===== src/rtl/apb2axi_pkg.sv =====
// Shared types and constants for the APB-to-AXI bridge transaction scheduler.
package apb2axi_pkg;

  localparam int AXI_ADDR_W = 32;
  localparam int TAG_W      = 4;

  localparam logic [1:0] AXI_BURST_INCR = 2'b01;

  // One committed descriptor as presented at the head of the directory.
  typedef struct packed {
    logic [AXI_ADDR_W-1:0] addr;
    logic [7:0]            len;
    logic [2:0]            size;
    logic                  is_write;
  } dir_entry_t;

  typedef enum logic [1:0] {
    IDLE     = 2'd0,
    ISSUE_AR = 2'd1,
    ISSUE_AW = 2'd2
  } txn_sched_state_e;

endpackage


===== src/rtl/apb2axi_credit_cnt.sv =====
// Outstanding-transaction counter for one AXI direction.
// Tracks issued-but-not-completed bursts, reports whether another may be
// issued, and latches a sticky flag if a completion arrives at zero.
module apb2axi_credit_cnt #(
  parameter int MAX = 4
) (
  input  logic       clk,
  input  logic       srst,
  input  logic       inc,
  input  logic       dec,
  output logic       avail,
  output logic [3:0] cnt,
  output logic       underflow
);

  localparam logic [3:0] MAX_C = 4'(MAX);

  logic [3:0] cnt_q, cnt_d;
  logic       uf_q, uf_d;

  // Next count: simultaneous issue and completion cancel out; a completion
  // at zero leaves the count at zero and raises the sticky flag.
  always_comb begin
    cnt_d = cnt_q;
    uf_d  = uf_q;
    if (inc && !dec) begin
      cnt_d = cnt_q + 4'd1;
    end else if (dec && !inc) begin
      if (cnt_q == 4'd0) begin
        uf_d = 1'b1;
      end else begin
        cnt_d = cnt_q - 4'd1;
      end
    end
  end

  // Count and sticky underflow registers.
  always_ff @(posedge clk) begin
    if (srst) begin
      cnt_q <= 4'd0;
      uf_q  <= 1'b0;
    end else begin
      cnt_q <= cnt_d;
      uf_q  <= uf_d;
    end
  end

  // Credit is judged on the registered count only, so a completion in the
  // same cycle never unblocks the head early.
  assign avail     = (cnt_q < MAX_C);
  assign cnt       = cnt_q;
  assign underflow = uf_q;

endmodule


===== src/rtl/apb2axi_txn_sched.sv =====
// Transaction scheduler: pops descriptors from the directory head in order,
// drops illegal bursts with an error pulse, and issues legal ones on AR/AW
// when the direction has outstanding credit.
// Optional statistics counters are built when APB2AXI_TXN_STATS_EN is defined.
module apb2axi_txn_sched
  import apb2axi_pkg::*;
#(
  parameter int AXI_DATA_W = 64,
  parameter int MAX_RD_OUT = 4,
  parameter int MAX_WR_OUT = 4
) (
  input  logic                  pclk,
  input  logic                  preset,
  input  logic                  dir_pending_valid,
  input  dir_entry_t            dir_pending_entry,
  input  logic [TAG_W-1:0]      dir_pending_tag,
  output logic                  dir_pending_pop,
  output logic                  arvalid,
  input  logic                  arready,
  output logic [AXI_ADDR_W-1:0] araddr,
  output logic [7:0]            arlen,
  output logic [2:0]            arsize,
  output logic [1:0]            arburst,
  output logic [TAG_W-1:0]      arid,
  output logic                  awvalid,
  input  logic                  awready,
  output logic [AXI_ADDR_W-1:0] awaddr,
  output logic [7:0]            awlen,
  output logic [2:0]            awsize,
  output logic [1:0]            awburst,
  output logic [TAG_W-1:0]      awid,
  input  logic                  rd_done_valid,
  input  logic                  wr_done_valid,
  output logic                  err_valid,
  output logic [TAG_W-1:0]      err_tag,
`ifdef APB2AXI_TXN_STATS_EN
  output logic [31:0]           stat_rd_issued,
  output logic [31:0]           stat_wr_issued,
  output logic [31:0]           stat_err,
  output logic [31:0]           stat_stall,
`endif
  output logic                  cnt_underflow,
  output logic [3:0]            rd_out_cnt,
  output logic [3:0]            wr_out_cnt
);

  localparam int AW1      = AXI_ADDR_W + 1;
  localparam int MAX_SIZE = $clog2(AXI_DATA_W / 8);

  txn_sched_state_e state_q, state_d;

  logic [AXI_ADDR_W-1:0] addr_q, addr_d;
  logic [7:0]            len_q, len_d;
  logic [2:0]            size_q, size_d;
  logic [1:0]            burst_q, burst_d;
  logic [TAG_W-1:0]      id_q, id_d;

  logic       rd_inc, wr_inc;
  logic       rd_avail, wr_avail;
  logic       rd_uf, wr_uf;
  logic       size_ok, head_legal, head_credit;
  logic [AW1-1:0] span, page_end;

  // Burst legality of the head descriptor. Bytes touched = (len+1)<<size.
  // The burst stays in its 4KB page iff (page offset + bytes - 1) < 4096;
  // staying in the page also rules out wrapping past the top of the address
  // space, since the last page ends exactly at the top address.
  always_comb begin
    span       = (AW1'(dir_pending_entry.len) + AW1'(1)) << dir_pending_entry.size;
    page_end   = AW1'(dir_pending_entry.addr[11:0]) + span - AW1'(1);
    size_ok    = (dir_pending_entry.size <= 3'(MAX_SIZE));
    head_legal = size_ok && (page_end < AW1'(4096));
    head_credit = dir_pending_entry.is_write ? wr_avail : rd_avail;
  end

  // Scheduler FSM: decide pop/drop/issue in IDLE, hold payload until ready.
  always_comb begin
    state_d         = state_q;
    addr_d          = addr_q;
    len_d           = len_q;
    size_d          = size_q;
    burst_d         = burst_q;
    id_d            = id_q;
    dir_pending_pop = 1'b0;
    err_valid       = 1'b0;
    rd_inc          = 1'b0;
    wr_inc          = 1'b0;
    case (state_q)
      IDLE: begin
        if (dir_pending_valid) begin
          if (!head_legal) begin
            dir_pending_pop = 1'b1;
            err_valid       = 1'b1;
          end else if (head_credit) begin
            dir_pending_pop = 1'b1;
            addr_d          = dir_pending_entry.addr;
            len_d           = dir_pending_entry.len;
            size_d          = dir_pending_entry.size;
            burst_d         = AXI_BURST_INCR;
            id_d            = dir_pending_tag;
            state_d         = dir_pending_entry.is_write ? ISSUE_AW : ISSUE_AR;
          end
        end
      end
      ISSUE_AR: begin
        if (arready) begin
          rd_inc  = 1'b1;
          state_d = IDLE;
        end
      end
      ISSUE_AW: begin
        if (awready) begin
          wr_inc  = 1'b1;
          state_d = IDLE;
        end
      end
      default: state_d = IDLE;
    endcase
    // A reset cycle must neither consume the head nor count an issue.
    if (preset) begin
      dir_pending_pop = 1'b0;
      err_valid       = 1'b0;
      rd_inc          = 1'b0;
      wr_inc          = 1'b0;
    end
  end

  // State and latched payload registers.
  always_ff @(posedge pclk) begin
    if (preset) begin
      state_q <= IDLE;
      addr_q  <= '0;
      len_q   <= '0;
      size_q  <= '0;
      burst_q <= '0;
      id_q    <= '0;
    end else begin
      state_q <= state_d;
      addr_q  <= addr_d;
      len_q   <= len_d;
      size_q  <= size_d;
      burst_q <= burst_d;
      id_q    <= id_d;
    end
  end

  assign err_tag = err_valid ? dir_pending_tag : '0;

  assign arvalid = (state_q == ISSUE_AR);
  assign araddr  = addr_q;
  assign arlen   = len_q;
  assign arsize  = size_q;
  assign arburst = burst_q;
  assign arid    = id_q;

  assign awvalid = (state_q == ISSUE_AW);
  assign awaddr  = addr_q;
  assign awlen   = len_q;
  assign awsize  = size_q;
  assign awburst = burst_q;
  assign awid    = id_q;

  apb2axi_credit_cnt #(.MAX(MAX_RD_OUT)) u_rd_cnt (
    .clk       (pclk),
    .srst      (preset),
    .inc       (rd_inc),
    .dec       (rd_done_valid),
    .avail     (rd_avail),
    .cnt       (rd_out_cnt),
    .underflow (rd_uf)
  );

  apb2axi_credit_cnt #(.MAX(MAX_WR_OUT)) u_wr_cnt (
    .clk       (pclk),
    .srst      (preset),
    .inc       (wr_inc),
    .dec       (wr_done_valid),
    .avail     (wr_avail),
    .cnt       (wr_out_cnt),
    .underflow (wr_uf)
  );

  assign cnt_underflow = rd_uf | wr_uf;

`ifdef APB2AXI_TXN_STATS_EN
  logic        stall;
  logic [3:0]  stat_evt;
  logic [127:0] stat_vec;

  // A stall is an IDLE cycle whose legal head is blocked only by credit.
  assign stall    = (state_q == IDLE) && dir_pending_valid && head_legal &&
                    !head_credit && !preset;
  assign stat_evt = {stall, err_valid, wr_inc, rd_inc};

  for (genvar gi = 0; gi < 4; gi++) begin : g_stat
    logic [31:0] cnt_q, cnt_d;

    // Saturating event counter.
    always_comb begin
      cnt_d = cnt_q;
      if (stat_evt[gi] && (cnt_q != 32'hFFFF_FFFF)) begin
        cnt_d = cnt_q + 32'd1;
      end
    end

    // Counter register, cleared on reset.
    always_ff @(posedge pclk) begin
      if (preset) begin
        cnt_q <= '0;
      end else begin
        cnt_q <= cnt_d;
      end
    end

    assign stat_vec[gi*32 +: 32] = cnt_q;
  end

  assign stat_rd_issued = stat_vec[31:0];
  assign stat_wr_issued = stat_vec[63:32];
  assign stat_err       = stat_vec[95:64];
  assign stat_stall     = stat_vec[127:96];
`endif

endmodule

===== config.mk =====
export PLATFORM = sky130hd
export DESIGN_NAME = apb2axi_txn_sched
export DESIGN_NICKNAME = d
export VERILOG_FILES = /design/src/rtl/apb2axi_pkg.sv /design/src/rtl/apb2axi_credit_cnt.sv /design/src/rtl/apb2axi_txn_sched.sv
export SDC_FILE = /design/constraint.sdc
export NUM_CORES = 1
export LEC_CHECK = 0
export CORE_ASPECT_RATIO = 0.7
export CORE_MARGIN = 2
export CORE_UTILIZATION = 46
export CTS_CLUSTER_SIZE = 12
export DETAILED_ROUTE_END_ITERATION = 10
export GPL_TIMING_DRIVEN = 0
export MAX_ROUTING_LAYER = met4
export PLACE_DENSITY = 0.93
export REMOVE_ABC_BUFFERS = 1
export SYNTH_ARGS = -nofsm -noshare
export SYNTH_HDL_FRONTEND = slang
export SYNTH_SLANG_ARGS = --single-unit

===== constraint.sdc =====
create_clock -name pclk -period 15.6 [get_ports pclk]
set_input_delay 4.68 -clock pclk [delete_from_list [all_inputs] [get_ports pclk]]
set_output_delay 4.68 -clock pclk [all_outputs]
set_load 0.05 [all_outputs]

==> results.tsv <==
stage	metric	value	unit
yosys	Simple-Gate Fraction of Synth Area	0.167	
clock_tree	CTS tree	yes	
detailed_routing	DR WL/cell	15.7	um
yosys	adder-cell share of the synthesized area	0.107	
finish	Antenna Cells	0	
finish	design area	6330	sq um
clock_tree	Clk Latency, worst-skew pair	0.33	ns
setup_path	Critical Path Most Common Cell	ha_1	
timing	Worst slew margin	0.443	
placement	port bufs	167	
floorplanning	Die Wd	123	um
clock_tree	clock sink count	60	
finish	fill count	762	
setup_path	Worst EP required	10.92	ns
flow_run	number of max-cap violations	0	
timing	Hold Worst Slack	0.463	ns
yosys	main combinational cell family by area after synthesis	compound AO/OA/AOI/OAI gates	
power_and_ir_drop	P_sw	0.000230	W
power_and_ir_drop	P_int	0.000391	W
clock_tree	Max clock buf depth	2	
yosys	Synth async-reset ratio	0	
min_path	WHS Path Cells	2	
setup_path	CP max stage delay	0.59	ns
setup_path	Worst Reg-to-Reg Cells	12	
floorplanning	initial core utilization	0.473	
clock_tree	CTS buffer count	9	
yosys	post-synth cell types	54	
setup_path	critical path type	in -> out	
timing	fin crit share	0.974	
timing	unrepaired setup endpoints after global routing	no	
global_route	initial antenna violation count	0	
floorplanning	core area	9680	sq um
power_and_ir_drop	clock share of power	0.322	
detailed_routing	DRC Markers	0	
placement	Area after DPL	6000	sq um
yosys	Avg Inst Size Synth	7.99	sq um
timing	final hold violations	0	
detailed_routing	final wirelength	12700	um
clock_tree	Root Buffer	clkbuf_16	
timing	crit path time final	15.19	ns
setup_path	crit path buf inv count	5	
yosys	post-synthesis cell area	4580	sq um
setup_path	cell count along the critical path	28	
timing	fmax	65.8	MHz
power_and_ir_drop	sw frac	0.371	
floorplanning	I/O Pins	170	
global_route	vias in the first global route	4265	
power_and_ir_drop	VDD IR max	0.0550	mV
detailed_routing	post-route ant nets	0	
yosys	Synth Flop Type	dfxtp_1	
detailed_routing	vias per inst	5.54	
placement	routability cong.	0.901	
finish	fin nets	770	
yosys	xor/xnor share of the synthesized area	0.0172	
timing	# setup viols final	0	
placement	dpl hpwl	9430	um
global_route	largest net degree at the start of global routing	50	
yosys	Synth warnings	0	
setup_path	Top delay family on crit path	compound AO/OA/AOI/OAI gates	
detailed_routing	via count	4489	
floorplanning	die area	10800	sq um
finish	non-filler cells, final	810	
placement	dpl cells	790	
finish	share of post-route cells with drive strength above 1	0.139	
power_and_ir_drop	part of the power in combinational logic	0.391	
outcome	outcome	finished, final reports clean	
setup_path	Crit. End Element	output port	
clock_tree	Clock Pin Slew Worst Setup and Hold Paths	0.05	ns
yosys	number of flops mapped to enable cells by yosys	0	
min_path	Hold/Removal Path Class	reg -> reg	
timing	worst slew pin tran	0.833	ns
global_route	GRT Util Overall	0.237	
clock_tree	number of H-tree levels	3	
yosys	cell count after synthesis	573	
yosys	multiplexer area fraction after synthesis	0.0137	
timing	Max Clock Skew	0.00368	ns
setup_path	Critical Path Start Type	input port	
power_and_ir_drop	Tot Pwr	0.000621	W
global_route	first-pass GRT wire length	19900	um
power_and_ir_drop	Pleak	2.56	nW
setup_path	critical path arrival	10.51	ns
detailed_routing	initial DRC count	395	
setup_path	crit path max fanout	21	
timing	fin. max-slew vios	0	
floorplanning	Die H	87.5	um
finish	P&R area growth vs syn	38.3	%
global_route	total gr overflow	0	
setup_path	CP max stage cell	clkdlybuf4s50_1	
yosys	sequential share of the synthesized area	0.262	
floorplanning	row cnt	30	
detailed_routing	DRT Pass-1 Iters	5	
yosys	complex-gate fraction of the synthesized area	0.279	
yosys	#FFs+latches synth	60	
power_and_ir_drop	Flop pwr share	0.287	
power_and_ir_drop	PD cells	98.2	nW/um^2
-- cell usage in the layout, fill, tap and decap left out, types with 3 or more instances in the layout --
cell               n
a211oi_1           7
a21bo_2           46
a21o_1             7
a21oi_1           65
a22o_1             3
a22oi_1            4
a311oi_1           4
and2_1             6
and3_1             4
buf_12             3
buf_4              4
buf_6              4
clkbuf_16          9
clkbuf_2           7
clkdlybuf4s50_1  157
dfxtp_1           60
ha_1              35
inv_1             43
mux2i_1            4
nand2_1           34
nand2b_1           5
nand3_1           54
nor2_1            25
nor2b_1            7
nor3_1             3
o211ai_1           4
o21ai_0           11
or3_1              3
xnor2_1            5
xor2_1             4
-- area by class of cell --
type	instances	area [sq um]	share of cell area
Clock buffer	12	256	0.0405
Multi-Input combinational cell	384	2720	0.429
Tap cell	128	160	0.0253
Timing Repair Buffer	179	1790	0.282
Inverter	43	161	0.0255
Sequential cell	60	1200	0.190
Clock inverter	4	47.5	0.00751
-- flip-flops by register name (all words and copies together) (netlist names), 2 cells and up --
| signal | cells |
|---|---|
| arsize | 3 |
| arid | 4 |
| arlen | 8 |
| araddr | 32 |
| u_wr_cnt.cnt | 4 |
| state_q | 2 |
| u_rd_cnt.cnt | 4 |
-- worst paths after layout --
path | start | endpoint | slack, ns
max | dir_pending_entry[5] | err_tag[3] | 0.41
min | u_wr_cnt.underflow | u_wr_cnt.underflow | 0.46
max reg2reg | state_q[0] | u_rd_cnt.cnt[3] | 13.26
min reg2reg | u_wr_cnt.underflow | u_wr_cnt.underflow | 0.46
-- cells by family (layout without fill, tap and decap cells) --
kind of cell | count (synthesis) | in the layout
AND/OR/NAND/NOR | 154 | 154
XOR/XNOR | 9 | 9
adder cells (fa/ha/maj) | 38 | 38
AO/OA/AOI/OAI | 175 | 175
other | 1 | 2
multiplexers | 6 | 6
flip-flops | 60 | 60
buffers and inverters | 130 | 238
-- per-layer routing --
| layer | part of all wire | GRT usage | vias up |
|---|---|---|---|
| met5 | 0 | - | - |
| met4 | 0.014 | 0.0702 | 0 |
| met3 | 0.082 | 0.0582 | 27 |
| met2 | 0.48 | 0.410 | 221 |
| met1 | 0.42 | 0.273 | 2076 |
| li1 | - | - | 2165 |
-- synth_stat cells (3+ instances only) --
cell type / n / area share
a21oi_1: 65 / 0.071
dfxtp_1: 60 / 0.26
buf_4: 55 / 0.090
nand3_1: 54 / 0.059
a21bo_2: 46 / 0.10
inv_1: 43 / 0.035
ha_1: 36 / 0.098
nand2_1: 34 / 0.028
clkbuf_1: 29 / 0.024
nor2_1: 26 / 0.021
o21ai_0: 13 / 0.014
a211oi_1: 7 / 0.011
a21o_1: 7 / 0.011
nor2b_1: 7 / 0.0096
and2_1: 5 / 0.0068
and3_1: 5 / 0.0068
nand2b_1: 5 / 0.0068
xnor2_1: 5 / 0.0096
a22oi_1: 4 / 0.0066
a311oi_1: 4 / 0.0077
mux2i_1: 4 / 0.0087
o211ai_1: 4 / 0.0066
xor2_1: 4 / 0.0077
a22o_1: 3 / 0.0057
buf_2: 3 / 0.0033
nor3_1: 3 / 0.0033
o2bb2ai_1: 3 / 0.0057
or3_1: 3 / 0.0041
-- stage by stage --
step,TNS (ns),setup slack [ns],util
after global routing,0,0.0500,0.653
after CTS,0,0.0259,0.653
after floorplan,-6.91,-1.35,-
after detailed placement,-6.35,-1.16,0.619
after global placement,-20.36,-3.52,0.607
final,0,0.408,0.653
-- worst reg2reg max path: stages, from the launching register on --
cell and delay, ns:
dfxtp_1 0.36, nor2b_1 0.23, nand3_1 0.16, inv_1 0.09, ha_1 0.15, inv_1 0.10, ha_1 0.29, a21o_1 0.18
a21oi_1 0.20, xnor2_1 0.17, nand2_1 0.09, xor2_1 0.16, nor2_1 0.06
-- what timing repair did --
action                                  in CTS  in global routing
setup buffers                                1                  3
endpoints found under the setup margin       6                  6
pin swaps                                    1                  1
hold buffers                                 0                  0
resized for setup                           12                 20
-- power by group through the flow --
stage	clock, W	combinational [W]	sequential, W
after global placement	0	0.000218	0.000180
final	0.000200	0.000243	0.000178
after global routing	0.000211	0.000263	0.000179
after detailed placement	0	0.000237	0.000181
after floorplan	0	0.000125	0.000209
after CTS	0.000204	0.000240	0.000178
Power figures use the tool's default switching activity.
